===== src/rtl/craft_serial_ctrl_pkg.sv =====
// -----------------------------------------------------------------------------
// craft_serial_ctrl_pkg
// Shared definitions for the nibble-serial CRAFT controller: default round and
// nibble counts, the controller state encoding and a small decode helper.
// -----------------------------------------------------------------------------
package craft_serial_ctrl_pkg;

    // Default cipher geometry: 32 rounds over a 64-bit block of 16 nibbles.
    localparam int CRAFT_ROUNDS  = 32;
    localparam int CRAFT_NIBBLES = 16;

    // Controller phases. Only these five encodings are ever loaded into the
    // state register; anything else is steered back to IDLE.
    typedef enum logic [2:0] {
        ST_IDLE  = 3'd0,
        ST_LOAD  = 3'd1,
        ST_ROUND = 3'd2,
        ST_OUT   = 3'd3,
        ST_DONE  = 3'd4
    } ctrl_state_e;

    // True for the phases in which the datapath is actively working.
    function automatic logic state_is_busy(input ctrl_state_e st);
        return (st == ST_LOAD) || (st == ST_ROUND) || (st == ST_OUT);
    endfunction

endpackage


===== src/rtl/craft_serial_ctrl.sv =====
// -----------------------------------------------------------------------------
// craft_serial_ctrl
// Sequencer for a nibble-serial CRAFT encryption core. One run is:
//   LOAD  : NIBBLES cycles shifting plaintext/key in (ck0 = 1)
//   ROUND : ROUNDS x NIBBLES cycles, one nibble per cycle, r advancing per round
//   OUT   : NIBBLES cycles presenting ciphertext nibbles (out_valid = 1)
//   DONE  : single-cycle completion pulse, then back to IDLE
// The key register and state datapath are driven from outside using reg_en,
// ck0, r and key_sel.
//
// Ports
//   clk        in   rising-edge clock
//   reset_n    in   asynchronous active-low reset
//   start      in   begin one encryption (honoured only in IDLE, when not stalled)
//   stall      in   freezes state, r and nib; forces reg_en/out_valid low
//   busy       out  high in LOAD, ROUND and OUT
//   done       out  one-cycle pulse after the last output nibble
//   reg_en     out  datapath / key register enable
//   ck0        out  key register load-select, high only in LOAD
//   r          out  round index 0..ROUNDS-1, zero-extended to 8 bits
//   nib        out  nibble index within the current phase
//   key_sel    out  tweakey selector, equal to r[1:0]
//   last_round out  high in the final round (no MixColumn/permutation)
//   out_valid  out  ciphertext nibble valid
// -----------------------------------------------------------------------------
module craft_serial_ctrl
    import craft_serial_ctrl_pkg::*;
#(
    parameter int ROUNDS  = CRAFT_ROUNDS,
    parameter int NIBBLES = CRAFT_NIBBLES
) (
    input  logic       clk,
    input  logic       reset_n,
    input  logic       start,
    input  logic       stall,
    output logic       busy,
    output logic       done,
    output logic       reg_en,
    output logic       ck0,
    output logic [7:0] r,
    output logic [3:0] nib,
    output logic [1:0] key_sel,
    output logic       last_round,
    output logic       out_valid
);

    localparam logic [3:0] NIB_LAST   = 4'(NIBBLES - 1);
    localparam logic [7:0] ROUND_LAST = 8'(ROUNDS - 1);

    ctrl_state_e state_reg, state_next;
    logic [7:0]  r_reg,     r_next;
    logic [3:0]  nib_reg,   nib_next;

    logic nib_last;
    assign nib_last = (nib_reg == NIB_LAST);

    // State and counter register.
    always_ff @(posedge clk or negedge reset_n) begin
        if (!reset_n) begin
            state_reg <= ST_IDLE;
            r_reg     <= 8'd0;
            nib_reg   <= 4'd0;
        end else begin
            state_reg <= state_next;
            r_reg     <= r_next;
            nib_reg   <= nib_next;
        end
    end

    // Next-state, counter and output decode.
    always_comb begin
        state_next = state_reg;
        r_next     = r_reg;
        nib_next   = nib_reg;

        busy       = state_is_busy(state_reg);
        done       = 1'b0;
        ck0        = 1'b0;
        last_round = 1'b0;
        out_valid  = 1'b0;
        // Stall gates the enable but leaves the phase decodes alone, so
        // ck0/last_round/key_sel stay steady across a stall.
        reg_en     = state_is_busy(state_reg) && !stall;

        unique case (state_reg)
            ST_IDLE: begin
                if (start && !stall) begin
                    state_next = ST_LOAD;
                    r_next     = 8'd0;
                    nib_next   = 4'd0;
                end
            end

            ST_LOAD: begin
                ck0 = 1'b1;
                if (!stall) begin
                    if (nib_last) begin
                        nib_next   = 4'd0;
                        state_next = ST_ROUND;
                    end else begin
                        nib_next = nib_reg + 4'd1;
                    end
                end
            end

            ST_ROUND: begin
                last_round = (r_reg == ROUND_LAST);
                if (!stall) begin
                    if (nib_last) begin
                        nib_next = 4'd0;
                        // r stays at its final value through OUT.
                        if (r_reg == ROUND_LAST) begin
                            state_next = ST_OUT;
                        end else begin
                            r_next = r_reg + 8'd1;
                        end
                    end else begin
                        nib_next = nib_reg + 4'd1;
                    end
                end
            end

            ST_OUT: begin
                out_valid = !stall;
                if (!stall) begin
                    if (nib_last) begin
                        nib_next   = 4'd0;
                        state_next = ST_DONE;
                    end else begin
                        nib_next = nib_reg + 4'd1;
                    end
                end
            end

            ST_DONE: begin
                // Leaves unconditionally so a stall cannot stretch the pulse.
                done       = 1'b1;
                state_next = ST_IDLE;
                r_next     = 8'd0;
                nib_next   = 4'd0;
            end

            default: begin
                state_next = ST_IDLE;
                r_next     = 8'd0;
                nib_next   = 4'd0;
            end
        endcase
    end

    assign r       = r_reg;
    assign nib     = nib_reg;
    assign key_sel = r_reg[1:0];

endmodule

===== config.mk =====
export PLATFORM = sky130hd
export DESIGN_NAME = craft_serial_ctrl
export DESIGN_NICKNAME = d
export VERILOG_FILES = /design/src/rtl/craft_serial_ctrl_pkg.sv /design/src/rtl/craft_serial_ctrl.sv
export SDC_FILE = /design/constraint.sdc
export NUM_CORES = 1
export LEC_CHECK = 0
export ABC_AREA = 1
export CORE_MARGIN = 1
export CORE_UTILIZATION = 30
export DETAILED_ROUTE_END_ITERATION = 16
export PLACE_DENSITY = 0.65
export RECOVER_POWER = 100
export SLEW_MARGIN = 5
export SYNTH_ARGS = -nofsm -noshare
export SYNTH_HDL_FRONTEND = slang
export SYNTH_SLANG_ARGS = --single-unit

===== constraint.sdc =====
create_clock -name clk -period 1.4 [get_ports clk]
set_input_delay 0.21 -clock clk [delete_from_list [all_inputs] [get_ports clk]]
set_output_delay 0.21 -clock clk [all_outputs]
set_load 0.01 [all_outputs]

==> results.py, run 1 <==
metrics = {
    "placement": {
        "globalplace.congestion": 0.7633,
        "placed_cells": 233,
        "place_hpwl_mm": 1.983,
        "pre_cts_slack_ns": -0.2623,
        "io_buffers": 23,
    },
    "clocking": {
        "clock_path_buffers": 2,
        "cts_htree_levels": 1,
        "clkTransAtPathRegs_ns": 0.09,
        "cts.sinks": 15,
        "cts_tree": "built",
        "root_buffer": "clkbuf_4",
        "cts_buffers": 3,
        "clk_latency_ns": 0.28,
    },
    "floorplanning": {
        "die_w_um": 59.69,
        "die_h_um": 59.69,
        "ios": 24,
        "core_mm2": 0.003103,
        "std_cell_rows": 20,
        "die-area_mm2": 0.003563,
        "initial_core_util_pct": 32.18,
    },
    "layout": {
        "fin_cells": 252,
        "largest_reg_flops": 8,
        "area_delta_synth_final_pct": 70.55,
        "drive_above_1_share_pct": 47.60,
        "nets": 215,
        "layout_common_cells": "nand2_1, buf_4, dfrtp_1",
        "n_antenna_cell": 0,
        "postLayoutCoreUtil_pct": 54.88,
        "layout_commonest_cell": "nand2_1",
    },
    "drt": {
        "wl_per_cell_um": 11.54,
        "drtIter0Drc": 59,
        "dr.pass1.iters": 4,
        "num_vias": 1128,
        "viasPerCell": 4.476,
        "drc_errors": 0,
        "drtAntennaViolNets": 0,
        "wl_mm": 2.907,
    },
    "job": {
        "cap_violations": 0,
    },
    "power_and_ir_drop": {
        "clock_power_share_pct": 8.8,
        "seqPwrFrac_pct": 21.4,
        "swShare_pct": 45.02,
        "p_per_area_mw_per_mm2": 1633,
        "p_leak_nw": 0.9158,
        "switching_power_mw": 1.252,
        "p_comb_share_pct": 69.8,
        "vdd_drop_max_mv": 0.8607,
        "power.internal_mw": 1.529,
    },
    "timing": {
        "fmax_ghz": 0.6541,
        "fin_ws_ns": -0.1289,
        "worst_slew_pin_slew_ns": 0.8244,
        "rsz0062_at_grt": "true",
        "finClkSkew_ns": 0.004684,
        "slew_violations": 0,
        "min_period_over_period_pct": 109.2,
        "hold_ws_ns": 0.3711,
        "slew_headroom_pct": 45.04,
        "hold_viol_final": 0,
        "fin_crit_ns": 1.529,
        "final-setup-viol-count": 7,
    },
    "grt": {
        "antenna_found_initial": 0,
        "grtUsageTotal_pct": 17.43,
        "grt_pass1_vias": 1128,
        "grt_pass1_wl_mm": 4.712,
        "overflow": 0,
        "grt_start_max_net_pins": 16,
    },
    "worst_setup_path": {
        "rrSetupSlack_ns": -0.01,
        "crit_path_start": "r[1]",
        "cp-endpoint": "last_round",
        "critical_path.startpoint_type": "flip-flop",
        "worstPathRequired_ns": 1.19,
        "worstSetupPathType": "reg2out",
        "arrival_ns": 1.32,
        "endpoint_kind": "primary output",
        "worstReg2RegEnd": "r[5]",
        "ff2ff_path_depth": 8,
        "worstPathMaxFanout": 2,
        "r2r_start": "state_reg[2]",
    },
    "synth": {
        "synth_edf_count": 0,
        "async_flop_share_pct": 100.0,
        "syn_nets": 145,
        "ys_types": 25,
        "syn_area_per_cell_um2": 7.183,
        "ys_seq_area_share_pct": 37.59,
        "ys_ff_latch": 15,
        "ys_warn_count": 0,
        "syn_inst": 139,
        "synth_area_um2": 998.5,
        "synth_ff_type": "dfrtp_1",
    },
    "worst_hold_path": {
        "min_path_type": "in2reg",
    },
    "outcome": {
        "violations": "negative setup slack",
        "run_status": "finished with violations",
    },
}
critical path, cell delays in order (launching register included):
cell and delay [ns]:
dfrtp_1 0.40, ha_4 0.17, nand2_4 0.06, nor2_4 0.12
nand3_2 0.10, inv_2 0.08, buf_6 0.10
logic make-up (layout without fill, tap and decap cells):
logic type / count (synthesis) / count (layout) / synth area share [%]
AOI/OAI and AO/OA: 7 / 7 / 4.134
xor gates and xnor gates: 1 / 1 / 0.8774
adders and majority gates: 2 / 2 / 2.506
buffers and inverters: 20 / 89 / 8.271
DFF: 15 / 15 / 37.59
and+or+nand+nor: 94 / 94 / 46.62
cells in the mapped netlist (3+ instances only):
library cell	count	area, um2
nor2_1	10	37.54
nand2_1	53	198.9
nand3_2	3	30.03
inv_1	10	37.54
inv_2	7	26.28
nor2_2	3	18.77
nand2_2	5	31.28
nor2_4	3	33.78
dfrtp_1	15	375.4
nand3_1	9	45.04
metrics by stage:
stage               instance area (um2)  TNS [ns]  power, mW
CTS                                1598   -0.4373      2.563
floorplan                         998.5         0      1.422
finish                             1703   -0.4440      2.781
detailed placement                 1486    -3.268      2.150
global placement                   1486    -2.864      2.131
global route                       1703    -1.325      2.983
per-layer routing:
metal	part of all wire, %	up-vias	GRT usage (%)
li1	-	577	-
met1	44	525	21.46
met2	52	24	30.95
met3	3.6	2	4.329
met4	0.24	0	2.990
met5	0	-	0
timing repair:
item,CTS,global route
pin swaps,4,12
hold buffers,0,0
gates resized for setup,58,35
setup endpoints to repair,23,20
buffers inserted,10,6
area by class of cell:
type | count | area [um2]
Sequential cell | 15 | 376.6
Timing Repair Buffer | 67 | 509.2
Inverter | 18 | 72.57
Clock buffer | 4 | 26.28
Fill cell | 309 | 1400
Multi-Input combinational cell | 104 | 663.1
Tap cell | 44 | 55.05
power groups by stage:
| stage | registers, mW | logic [mW] | clock network [mW] |
|---|---|---|---|
| floorplan | 0.641 | 0.781 | 0 |
| global placement | 0.598 | 1.53 | 0 |
| detailed placement | 0.601 | 1.55 | 0 |
| CTS | 0.581 | 1.73 | 0.252 |
| global route | 0.604 | 2.11 | 0.266 |
| finish | 0.595 | 1.94 | 0.245 |
worst min-delay path by stage:
| stage | startpoint | to | slack [ns] | cells after the start |
|---|---|---|---|---|
| 2_1_floorplan | reset_n | nib[0] | -0.09 | 0 |
| 3_3_place_gp | nib[1] | nib[1] | 0.53 | 2 |
| 3_5_place_dp | reset_n | nib[3] | 0.54 | 2 |
| 4_1_cts | reset_n | r[1] | 0.23 | 2 |
| 5_1_grt | stall | nib[3] | 0.41 | 4 |
| 6_report | stall | nib[3] | 0.37 | 4 |
Note: power is estimated with default switching activity, not from simulation.
==> run 2, diff against run 1 <==
--- a/config.mk
+++ b/config.mk
@@ -6,7 +6,7 @@
 export NUM_CORES = 1
 export LEC_CHECK = 0
 export ABC_AREA = 1
-export CORE_MARGIN = 1
+export CORE_MARGIN = 2
 export CORE_UTILIZATION = 30
 export DETAILED_ROUTE_END_ITERATION = 16
 export PLACE_DENSITY = 0.65
==> results.py, run 2 (synthesized netlist as in run 1, its figures left out) <==
metrics = {
    "outcome": {
        "run_status": "finished with violations",
        "violations": "negative setup slack",
    },
    "timing": {
        "fin_crit_ns": 1.492,
        "fmax_ghz": 0.6704,
        "worst_slew_pin_slew_ns": 0.8032,
        "rsz0062_at_grt": "true",
        "fin_ws_ns": -0.09168,
        "min_period_over_period_pct": 106.5,
        "hold_viol_final": 0,
        "finClkSkew_ns": 0.001225,
        "hold_ws_ns": 0.3326,
        "slew_violations": 0,
        "slew_headroom_pct": 46.45,
        "final-setup-viol-count": 4,
    },
    "worst_setup_path": {
        "worstPathRequired_ns": 1.19,
        "worstSetupPathType": "reg2out",
        "worstPathMaxFanout": 2,
        "critical_path.startpoint_type": "flip-flop",
        "endpoint_kind": "primary output",
        "arrival_ns": 1.28,
    },
    "layout": {
        "nets": 205,
        "nFillCells": 321,
        "n_antenna_cell": 0,
        "drive_above_1_share_pct": 42.42,
        "area_delta_synth_final_pct": 59.90,
        "layout_common_cells": "nand2_1, buf_4, dfrtp_1",
        "fin_cells": 242,
        "largest_reg_flops": 8,
        "layout_commonest_cell": "nand2_1",
    },
    "clocking": {
        "cts_buffers": 3,
        "cts_htree_levels": 1,
        "clk_latency_ns": 0.28,
        "clkTransAtPathRegs_ns": 0.08,
        "cts.sinks": 15,
        "ctsHoldBuffers": 0,
        "root_buffer": "clkbuf_4",
        "clock_path_buffers": 2,
        "cts_tree": "built",
    },
    "drt": {
        "dr.pass1.iters": 4,
        "viasPerCell": 4.521,
        "drtAntennaViolNets": 0,
        "wl_per_cell_um": 11.18,
        "wl_mm": 2.705,
        "drc_errors": 0,
        "drtIter0Drc": 53,
        "num_vias": 1094,
    },
    "power_and_ir_drop": {
        "p_per_area_mw_per_mm2": 1624,
        "report.power.total_mw": 2.593,
        "vdd_drop_max_mv": 0.8657,
        "p_leak_nw": 0.8783,
    },
    "placement": {
        "globalplace.congestion": 0.7893,
        "pre_cts_slack_ns": -0.2516,
        "place_hpwl_mm": 1.972,
        "placed_cells": 233,
        "io_buffers": 23,
    },
    "floorplanning": {
        "die-area_mm2": 0.003806,
        "die_h_um": 61.69,
        "ios": 24,
        "initial_core_util_pct": 32.18,
        "core_mm2": 0.003103,
        "die_w_um": 61.69,
        "std_cell_rows": 20,
    },
    "grt": {
        "antenna_found_initial": 0,
        "grt_pass1_vias": 1056,
        "overflow": 0,
        "grt_start_max_net_pins": 16,
        "grtUsageTotal_pct": 15.46,
        "grt_pass1_wl_mm": 4.416,
    },
    "job": {
        "cap_violations": 0,
    },
    "worst_hold_path": {
        "min_path_type": "in2reg",
    },
}
## run 2: changes by cell type in the layout (fill, tap and decap cells not counted), moves of 2 or more
cell,change
buf_4,-9
clkbuf_1,-2
dlygate4sd2_1,+3
nand3_1,+3
nand3_4,-2
nor2_4,-2
## run 2: layout make-up
| class | count | area [um2] | area share, % |
|---|---|---|---|
| multi-input combinational | 104 | 620.6 | 38.87 |
| timing repair buffer | 57 | 447.9 | 28.06 |
| sequential | 15 | 376.6 | 23.59 |
| inverter | 18 | 70.07 | 4.389 |
| tap | 44 | 55.05 | 3.448 |
| clock buffer | 4 | 26.28 | 1.646 |
## run 2: layer usage
metal	part of all wire, %	vias up	GRT usage [%]
met5	0	-	0
met4	1.0	0	4.255
met3	4.4	4	4.141
met2	51	26	26.32
met1	44	512	19.31
li1	-	552	-
## run 2: power breakdown
part	switching, mW	internal, mW
combinational	0.948	0.803
sequential	0.0790	0.520
clock	0.132	0.111
total	1.16	1.43
## run 2: critical path, cell delays in order (launching register included)
cell     delay, ns
dfrtp_1       0.40
ha_4          0.17
nand2_4       0.06
nor2_4        0.09
nand3_2       0.09
inv_2         0.09
buf_6         0.10
## run 2: worst paths after layout
check,start,end,slack [ns],depth (start not counted)
worst max-delay path,r[0],last_round,-0.09,6
max in group asynchronous,reset_n,state_reg[2],0.33,2
worst max register to register,state_reg[1],r[5],0.03,9
worst min-delay path,stall,nib[3],0.33,4
worst min register to register,nib[1],nib[1],0.54,2
min in group asynchronous,reset_n,nib[3],0.53,2
## run 2: per-stage QoR
step	instance area (um2)	util [%]	setup TNS (ns)
finish	1597	51.45	-0.1079
global route	1597	51.45	-0.8205
CTS	1560	50.28	-0.09973
detailed placement	1486	47.90	-3.167
global placement	1486	47.90	-2.866
floorplan	998.5	-	0
## run 2: timing repair
action / in CTS / in global routing
buffers inserted: 5 / 0
setup endpoints to repair: 25 / 18
pin swaps: 5 / 7
resized for setup: 58 / 23
